===== src/rtl/score_display_ctrl_if.sv =====
// Request/status bundle between game logic and the score display controller.
interface score_display_ctrl_if #(
  parameter int NUM_DIGITS = 4
);
  logic                      add_req;
  logic [3:0]                add_val;
  logic                      clear_req;
  logic                      busy;
  logic                      overflow;
  logic [4*NUM_DIGITS-1:0]   score_bcd;

  modport master (
    output add_req, add_val, clear_req,
    input  busy, overflow, score_bcd
  );

  modport slave (
    input  add_req, add_val, clear_req,
    output busy, overflow, score_bcd
  );
endinterface


===== src/rtl/score_display_ctrl.sv =====
// BCD score keeper with a digit-serial adder and per-pixel glyph scheduling
// for a row of 16x32 digit cells, MSD leftmost.
module score_display_ctrl #(
  parameter int          NUM_DIGITS = 4,
  parameter logic [10:0] TOP_LEFT_X = 11'd16,
  parameter logic [10:0] TOP_LEFT_Y = 11'd16,
  parameter int          CELL_W     = 16,
  parameter int          CELL_H     = 32,
  parameter bit          BLANK_LZ   = 1'b1
) (
  input  logic                       clk,
  input  logic                       reset,
  score_display_ctrl_if.slave        ctl,
  input  logic                       startOfFrame,
  input  logic [10:0]                pixelX,
  input  logic [10:0]                pixelY,
  output logic [3:0]                 digit,
  output logic [10:0]                offsetX,
  output logic [10:0]                offsetY,
  output logic                       InsideRectangle
);

  localparam int          SW       = 4*NUM_DIGITS;
  localparam logic [3:0]  LAST_IDX = 4'(NUM_DIGITS-1);
  localparam logic [10:0] ROW_W    = 11'(CELL_W*NUM_DIGITS);
  localparam logic [10:0] ROW_H    = 11'(CELL_H);
  localparam logic [10:0] X_MASK   = 11'(CELL_W-1);

  typedef enum logic [1:0] {ST_IDLE = 2'd0, ST_ADD = 2'd1, ST_DONE = 2'd2} state_t;

  state_t          state_r, state_s;
  logic [SW-1:0]   score_r, score_s;
  logic [SW-1:0]   disp_r;
  logic [3:0]      addend_r, addend_s;
  logic [3:0]      idx_r, idx_s;
  logic            carry_r, carry_s;
  logic            overflow_r, overflow_s;
  logic            busy_r;
  logic [3:0]      cur_digit_s;
  logic [4:0]      sum_s;
  logic            wrap_s;
  logic [3:0]      new_digit_s;

  logic [10:0]     rel_x_s, rel_y_s;
  logic            in_row_s;
  logic [3:0]      sel_idx_s;
  logic [3:0]      glyph_s;
  logic            blank_s;
  logic            lead_zero_s;

  assign ctl.busy      = busy_r;
  assign ctl.overflow  = overflow_r;
  assign ctl.score_bcd = score_r;

  // Digit currently addressed by the serial adder and its one-digit sum.
  always_comb begin
    cur_digit_s = 4'd0;
    for (int i = 0; i < NUM_DIGITS; i++) begin
      cur_digit_s = (4'(i) == idx_r) ? score_r[4*i +: 4] : cur_digit_s;
    end
    sum_s       = {1'b0, cur_digit_s} + ((idx_r == 4'd0) ? {1'b0, addend_r} : 5'd0) + {4'd0, carry_r};
    wrap_s      = (sum_s > 5'd9);
    new_digit_s = wrap_s ? 4'(sum_s - 5'd10) : sum_s[3:0];
  end

  // Add/clear FSM next-state logic.
  always_comb begin
    state_s    = state_r;
    score_s    = score_r;
    addend_s   = addend_r;
    idx_s      = idx_r;
    carry_s    = carry_r;
    overflow_s = overflow_r;
    case (state_r)
      ST_IDLE: begin
        if (ctl.clear_req) begin
          score_s    = '0;
          overflow_s = 1'b0;
        end else if (ctl.add_req) begin
          addend_s = (ctl.add_val > 4'd9) ? 4'd9 : ctl.add_val;
          idx_s    = 4'd0;
          carry_s  = 1'b0;
          state_s  = ST_ADD;
        end else begin
          state_s = ST_IDLE;
        end
      end
      ST_ADD: begin
        for (int i = 0; i < NUM_DIGITS; i++) begin
          score_s[4*i +: 4] = (4'(i) == idx_r) ? new_digit_s : score_r[4*i +: 4];
        end
        carry_s = wrap_s;
        idx_s   = idx_r + 4'd1;
        // Once the carry dies above the LSD the upper digits cannot change.
        if ((idx_r == LAST_IDX) || (!wrap_s && (idx_r != 4'd0))) begin
          state_s = ST_DONE;
        end else begin
          state_s = ST_ADD;
        end
      end
      ST_DONE: begin
        if (carry_r) begin
          score_s    = {NUM_DIGITS{4'd9}};
          overflow_s = 1'b1;
        end else begin
          overflow_s = overflow_r;
        end
        state_s = ST_IDLE;
      end
      default: state_s = ST_IDLE;
    endcase
  end

  // FSM state, score and display latch registers.
  always_ff @(posedge clk) begin
    if (reset) begin
      state_r    <= ST_IDLE;
      score_r    <= '0;
      disp_r     <= '0;
      addend_r   <= 4'd0;
      idx_r      <= 4'd0;
      carry_r    <= 1'b0;
      overflow_r <= 1'b0;
      busy_r     <= 1'b0;
    end else begin
      state_r    <= state_s;
      score_r    <= score_s;
      addend_r   <= addend_s;
      idx_r      <= idx_s;
      carry_r    <= carry_s;
      overflow_r <= overflow_s;
      busy_r     <= (state_s != ST_IDLE);
      // Only latch a settled score so a frame never shows a half-applied add.
      if (startOfFrame && (state_r == ST_IDLE)) begin
        disp_r <= score_r;
      end
    end
  end

  // Cell lookup and leading-zero blanking for the pixel under the beam.
  always_comb begin
    rel_x_s     = pixelX - TOP_LEFT_X;
    rel_y_s     = pixelY - TOP_LEFT_Y;
    in_row_s    = (pixelX >= TOP_LEFT_X) && (rel_x_s < ROW_W) &&
                  (pixelY >= TOP_LEFT_Y) && (rel_y_s < ROW_H);
    sel_idx_s   = LAST_IDX - {1'b0, rel_x_s[6:4]};
    lead_zero_s = 1'b1;
    glyph_s     = 4'd0;
    blank_s     = 1'b0;
    for (int i = NUM_DIGITS-1; i >= 0; i--) begin
      lead_zero_s = lead_zero_s & (disp_r[4*i +: 4] == 4'd0);
      if (4'(i) == sel_idx_s) begin
        glyph_s = disp_r[4*i +: 4];
        blank_s = BLANK_LZ && (i != 0) && lead_zero_s;
      end else begin
        glyph_s = glyph_s;
      end
    end
  end

  // Registered pixel outputs, one clock behind pixelX/pixelY.
  always_ff @(posedge clk) begin
    if (reset) begin
      digit           <= 4'd0;
      offsetX         <= 11'd0;
      offsetY         <= 11'd0;
      InsideRectangle <= 1'b0;
    end else if (in_row_s) begin
      digit           <= glyph_s;
      offsetX         <= rel_x_s & X_MASK;
      offsetY         <= rel_y_s;
      InsideRectangle <= !blank_s;
    end else begin
      digit           <= 4'd0;
      offsetX         <= 11'd0;
      offsetY         <= 11'd0;
      InsideRectangle <= 1'b0;
    end
  end

endmodule


===== src/flat_wrapper.sv =====
// flat-port wrapper written by rule: the top's interface ports become plain ports
module score_display_ctrl_flat 
#(
  parameter int          NUM_DIGITS = 4,
  parameter logic [10:0] TOP_LEFT_X = 11'd16,
  parameter logic [10:0] TOP_LEFT_Y = 11'd16,
  parameter int          CELL_W     = 16,
  parameter int          CELL_H     = 32,
  parameter bit          BLANK_LZ   = 1'b1
)
  (clk, reset, startOfFrame, pixelX, pixelY, digit, offsetX, offsetY, InsideRectangle, ctl_add_req, ctl_add_val, ctl_clear_req, ctl_busy, ctl_overflow, ctl_score_bcd);
  score_display_ctrl_if #(.NUM_DIGITS(NUM_DIGITS)) ctl_i ();
  input  logic clk;
  input  logic reset;
  input  logic startOfFrame;
  input  logic [10:0] pixelX;
  input  logic [10:0] pixelY;
  output logic [3:0] digit;
  output logic [10:0] offsetX;
  output logic [10:0] offsetY;
  output logic InsideRectangle;
  input wire logic [$bits(ctl_i.add_req)-1:0] ctl_add_req;
  input wire logic [$bits(ctl_i.add_val)-1:0] ctl_add_val;
  input wire logic [$bits(ctl_i.clear_req)-1:0] ctl_clear_req;
  output wire logic [$bits(ctl_i.busy)-1:0] ctl_busy;
  output wire logic [$bits(ctl_i.overflow)-1:0] ctl_overflow;
  output wire logic [$bits(ctl_i.score_bcd)-1:0] ctl_score_bcd;
  assign ctl_i.add_req = ctl_add_req;
  assign ctl_i.add_val = ctl_add_val;
  assign ctl_i.clear_req = ctl_clear_req;
  assign ctl_busy = ctl_i.busy;
  assign ctl_overflow = ctl_i.overflow;
  assign ctl_score_bcd = ctl_i.score_bcd;
  score_display_ctrl #(.NUM_DIGITS(NUM_DIGITS), .TOP_LEFT_X(TOP_LEFT_X), .TOP_LEFT_Y(TOP_LEFT_Y), .CELL_W(CELL_W), .CELL_H(CELL_H), .BLANK_LZ(BLANK_LZ)) u_core (.clk(clk), .reset(reset), .ctl(ctl_i), .startOfFrame(startOfFrame), .pixelX(pixelX), .pixelY(pixelY), .digit(digit), .offsetX(offsetX), .offsetY(offsetY), .InsideRectangle(InsideRectangle));
endmodule

===== config.mk =====
export PLATFORM = sky130hd
export DESIGN_NAME = score_display_ctrl_flat
export DESIGN_NICKNAME = d
export VERILOG_FILES = /design/src/rtl/score_display_ctrl_if.sv /design/src/rtl/score_display_ctrl.sv /design/src/flat_wrapper.sv
export SDC_FILE = /design/constraint.sdc
export NUM_CORES = 1
export LEC_CHECK = 0
export BUFFER_PORTS_ARGS = -buffer_cell sky130_fd_sc_hd__buf_2
export CORE_MARGIN = 5
export CORE_UTILIZATION = 35
export CTS_CLUSTER_DIAMETER = 120
export DETAILED_ROUTE_END_ITERATION = 8
export GPL_ROUTABILITY_DRIVEN = 0
export PLACE_DENSITY = 0.63
export SYNTH_ARGS = -nofsm -noshare
export SYNTH_HDL_FRONTEND = slang
export SYNTH_SLANG_ARGS = --single-unit

===== constraint.sdc =====
create_clock -name clk -period 4.1 [get_ports clk]
set_input_delay 0.205 -clock clk [delete_from_list [all_inputs] [get_ports clk]]
set_output_delay 0.205 -clock clk [all_outputs]
set_load 0.01 [all_outputs]

==> results of run 1 <==
-- layout make-up --
type / count / share of cell area (%)
clock inverters: 2 / 0.336
repair buffers: 70 / 9.55
flip-flops and latches: 65 / 35.0
multi-input cells: 271 / 44.9
inverters: 22 / 2.22
well taps: 108 / 3.63
clock buffers: 14 / 4.37
-- routing by layer --
metal | up-vias | routed length [um]
li1 | 1401 | -
met2 | 85 | 3710
met3 | 9 | 511
met1 | 1245 | 3460
met4 | 0 | 112
met5 | - | 0
-- state kept, by name, indices dropped and copies added (netlist names) --
name	count
u_core.InsideRectangle	1
u_core.addend_r	4
u_core.carry_r	1
u_core.ctl.busy	1
u_core.ctl.overflow	1
u_core.ctl.score_bcd	16
u_core.digit	4
u_core.disp_r	16
u_core.idx_r	4
u_core.offsetX	4
u_core.offsetY	11
u_core.state_r	2
-- worst max-delay path, stage by stage (launching register included) --
cell,delay [ns]
dfxtp_2,0.37
inv_1,0.07
ha_1,0.27
nand3b_1,0.19
a21oi_1,0.15
a21oi_1,0.05
o21ai_0,0.18
nand2_1,0.10
fa_1,0.41
inv_1,0.08
fa_1,0.42
inv_2,0.12
ha_1,0.15
a21boi_0,0.09
o41a_1,0.52
mux2i_2,0.22
a31o_1,0.23
-- cells by family after synthesis --
group / after synthesis / share of synthesized area, %
and+or+nand+nor: 138 / 21.4
AOI/OAI and AO/OA: 88 / 18.1
DFF: 65 / 41.7
buffers and inverters: 47 / 6.54
adders and majority gates: 16 / 6.90
muxes: 11 / 3.85
xor gates and xnor gates: 5 / 1.40
other: 1 / 0.120
-- repair_timing --
action	in CTS	in global routing
setup buffers	0	1
resized for setup	0	4
endpoints found under the setup margin	0	8
-- worst paths after layout --
path | end | depth (start not counted)
worst max-delay path | u_core.ctl.score_bcd[2] | 16
worst min-delay path | u_core.offsetY[4] | 2
worst max register to register | u_core.ctl.score_bcd[2] | 16
worst min register to register | u_core.disp_r[0] | 2
-- synth_stat cells, types with 7 or more instances --
cell type / count
clkbuf_1: 16
nand2_1: 63
and2_1: 12
nand3b_1: 9
a21oi_1: 40
buf_4: 7
dfxtp_1: 65
ha_1: 14
o21ai_0: 7
nor2_1: 24
inv_1: 22
a31oi_1: 7
-- power by group --
group          internal (mW)  total, mW  switching [mW]
Combinational         0.0684      0.208           0.140
Clock                  0.253      0.494           0.242
Sequential             0.644      0.652         0.00852
-- stage by stage --
step	std cells	hold WS, ns	power, mW	worst slack [ns]	cell area, sq um
3_3_place_gp	535	0.399	0.872	0.447	3530
6_report	552	0.0501	1.36	0.368	3720
4_1_cts	551	0.0380	1.37	0.252	3700
5_1_grt	552	0.0506	1.42	0.0317	3720
2_1_floorplan	383	0.277	0.814	0.599	3170
3_5_place_dp	535	0.403	0.874	0.295	3530
==> results.cfg, run 1 <==
[status]
status = finished, final reports clean

[yosys]
yosysTopAreaCell = dfxtp_1
ys.flop_type = dfxtp_1
ys_warn_count = 0
synth.cell_area_sq_um = 3120
postSynthCellCount = 371
synth_edf_count = 0
ys_seq_area_share_pct = 41.7
synth_cell_types = 50
netlist.area_leader.share_pct = 41.7
synthArstFlopShare_pct = 0
ys_ff_latch = 65
synth_top_cells_by_area = dfxtp_1 42%, nand2_1 7.6%, a21oi_1 6.4%
syn_area_per_cell_sq_um = 8.41

[grt]
met2_usage_pct = 23.2
grt_max_degree = 43
antenna_found_initial = 0
grt_pass1_wl_um = 12700
grt.overflow.total = 0
grt_usage_pct = 14.2
use_met1_pct = 18.1
grt_pass1_vias = 2550
met3_usage_pct = 3.35
gr-max-usage-layer = met2

[clock_network]
ctsHoldBuffers = 0
insertion_delay_ns = 0.34
clock-sinks = 65
clk_path_buf_depth = 2
cts_tree = done
ctsRootBufferMaster = clkbuf_8
cts_max_level = 3
cts_made_buffers = 9
clkTransAtPathRegs_ns = 0.07

[detailed_routing]
postRouteAntennaNets = 0
num_vias = 2740
vias_per_cell = 4.96
first_iter_violations = 119
routedWlPerCell_um = 14.1
drtPass1Iterations = 4
drcViolationCount = 0
routed_wirelength_um = 7790

[pwr]
powerDensity_nw_per_um2 = 364
p_leak_nw = 1.62
peakVddDrop_v = 0.000185

[timing]
tightest_slew_ns = 0.788
slew_headroom_pct = 47.5
fin_crit_sh_pct = 91.0
skew_ns = 0.00824
timing.fmax_ghz = 0.268
rsz0062_at_grt = false
finalHoldViolations = 0
fin_crit_ns = 3.73
setup_viol = 0
drv_slew = 0
fin_tns_setup_ns = 0

[critical_path]
reg2reg_from = u_core.idx_r[1]
cp-start-kind = flip-flop
startpoint = u_core.idx_r[1]
cp.required_ns = 4.33
path_class = flip-flop to flip-flop
cp_max_fo = 9
endpoint_kind = flip-flop
crit_arrival_ns = 3.96
rrSetupSlack_ns = 0.37

[final_layout]
drive_gt1_share_pct = 22.1
post-route-util_pct = 42.7
nNetsFinal = 486
layout_commonest_cell = buf_2
syn_to_final_growth_pct = 19.2
layout_common_cells = 68 x buf_2, 64 x dfxtp_1, 63 x nand2_1
fill_cells = 889
multi_input_area_sq_um = 1670
regArea_sq_um = 1300
antenna_cells = 0

[place]
dp_hpwl_um = 5850
place.port_buffers = 68

[hold_path]
hp-class = input port to flip-flop
worstHoldStart = pixelY[4]

[die]
die_h_um = 104
initial_core_util_pct = 35.8
die_w_um = 104
boundaryPins = 76
core_sq_um = 8720
num_rows = 34
dieArea_sq_um = 10900

[job]
maxCapViolCount = 0
No activity file was read; power rests on OpenSTA's default activity.
==> run 2, diff against run 1 <==
CORE_UTILIZATION = 38   (was 35)
HOLD_SLACK_MARGIN = 0.12   (was default)
PLACE_DENSITY = 0.67   (was 0.63)
clock period = 4.4 ns   (was 4.1 ns; I/O delays follow)
==> run 2 against run 1 <==
  * Cell area increased by 2.1%
  * Routed wire length is 1.2% lower
  * Register-to-register slack better by 0.22 ns
  * Highest routed layer unchanged
==> results.cfg, run 2 (synthesized netlist as in run 1, its figures left out) <==
[grt]
grt_pass1_wl_um = 12300
grt_usage_pct = 15.2
grt.overflow.total = 0
grt_max_degree = 43
grt_pass1_vias = 2576
antenna_found_initial = 0

[clock_network]
cts_made_buffers = 9
clk_path_buf_depth = 2
cts_tree = done
insertion_delay_ns = 0.34
post_cts_buffers = 0
ctsRootBufferMaster = clkbuf_8
clkTransAtPathRegs_ns = 0.08
clock-sinks = 65
cts_max_level = 3

[detailed_routing]
routed_wirelength_um = 7700
wirelength_met1_um = 3550
num_vias = 2785
dr_wl_met2_um = 3530
routed.top_layer = met4
wl_met3_um = 534
drtPass1Iterations = 4
routedWlPerCell_um = 13.9
first_iter_violations = 131
drcViolationCount = 0
postRouteAntennaNets = 0
vias_per_cell = 5.01

[timing]
setup_viol = 0
skew_ns = 0.00838
timing.fmax_ghz = 0.263
fin_crit_sh_pct = 86.5
slew_headroom_pct = 47.4
rsz0062_at_grt = false
fin_tns_setup_ns = 0
finalHoldViolations = 0
tightest_slew_ns = 0.789
drv_slew = 0
fin_crit_ns = 3.81

[die]
dieArea_sq_um = 10100
initial_core_util_pct = 38.6
die_h_um = 101
boundaryPins = 76
die_w_um = 101
core_sq_um = 8090
num_rows = 33

[critical_path]
cp-start-kind = flip-flop
cp.required_ns = 4.62
crit_top_cell = inv_1
cp_max_fo = 9
path_class = flip-flop to flip-flop
crit_arrival_ns = 4.03
endpoint_kind = flip-flop
slowest_stage = o41a_1
max_stage_delay_ns = 0.51
cp_cell_sequence = inv_1 -> ha_1 -> nand3b_1 -> a21oi_1 -> a21oi_1 -> o21ai_0 -> nand2_1 -> fa_1 -> inv_1 -> fa_1 -> inv_1 -> ha_1 -> a21boi_0 -> o41a_1 -> xnor2_1 -> o31ai_1

[status]
status = finished, final reports clean

[final_layout]
antenna_cells = 0
fill_cells = 824
layout_common_cells = 68 x buf_2, 65 x dfxtp_1, 63 x nand2_1
drive_gt1_share_pct = 21.1
fin_area_sq_um = 3800
layout_commonest_cell = buf_2
nNetsFinal = 494
syn_to_final_growth_pct = 21.7

[job]
maxCapViolCount = 0

[place]
place.port_buffers = 68
dp_hpwl_um = 5680
place_area_sq_um = 3520

[hold_path]
hp-class = input port to flip-flop

[pwr]
p_leak_nw = 1.65
peakVddDrop_v = 0.000218
total_power_mw = 1.29
powerDensity_nw_per_um2 = 341
## run 2: cell type report
| type | count | area (sq um) | area share (%) |
|---|---|---|---|
| multi-input combinational | 271 | 1660 | 43.7 |
| timing repair buffer | 78 | 438 | 11.5 |
| clock buffer | 9 | 124 | 3.26 |
| sequential | 65 | 1300 | 34.3 |
| inverter | 22 | 82.6 | 2.17 |
| tap | 105 | 131 | 3.46 |
| clock inverter | 6 | 60.1 | 1.58 |
## run 2: worst paths after layout
kind               startpoint                      end  slack, ns  depth (start not counted)
max           u_core.idx_r[1]  u_core.ctl.score_bcd[5]       0.59                         16
max reg2reg   u_core.idx_r[1]  u_core.ctl.score_bcd[5]       0.59                         16
min            ctl_add_val[3]       u_core.addend_r[3]       0.16                          3
min reg2reg  u_core.disp_r[3]         u_core.disp_r[3]       0.46                          2
## run 2: repair_timing
action | CTS | global route
resized for setup | 0 | 0
hold buffers | 9 | 0
hold endpoints to repair | 9 | 0
## run 2: per-stage QoR
stage                     hold slack, ns  instances  worst slack, ns  util, %
final                              0.163        556            0.592     46.9
after global routing               0.185        556            0.220     46.9
after CTS                          0.147        556            0.573     46.9
after detailed placement           0.416        532            0.582     43.5
after global placement             0.415        532            0.767     43.5
after floorplan                    0.292        383            0.899        -
## run 2: worst max-delay path: cells and delay by family, from the launching register on
kind,cells,cell delay (ns)
XOR/XNOR,1,0.33
buffers and inverters,3,0.33
AO/OA/AOI/OAI,6,1.08
AND/OR/NAND/NOR,2,0.30
flip-flops,1,0.40
adder cells (fa/ha/maj),4,1.28
## run 2: power by group
group | internal, mW | total (mW) | leakage (nW) | switching [mW]
clock network | 0.255 | 0.487 | 0.0909 | 0.231
logic | 0.0677 | 0.199 | 1.04 | 0.131
registers | 0.600 | 0.608 | 0.527 | 0.00846
total | 0.923 | 1.29 | 1.65 | 0.371
## run 2: layer usage
metal | vias to the layer above | global-route usage, %
li1 | 1411 | -
met1 | 1279 | 19.7
met2 | 87 | 24.4
met3 | 8 | 3.94
met4 | 0 | 5.70
met5 | - | 0
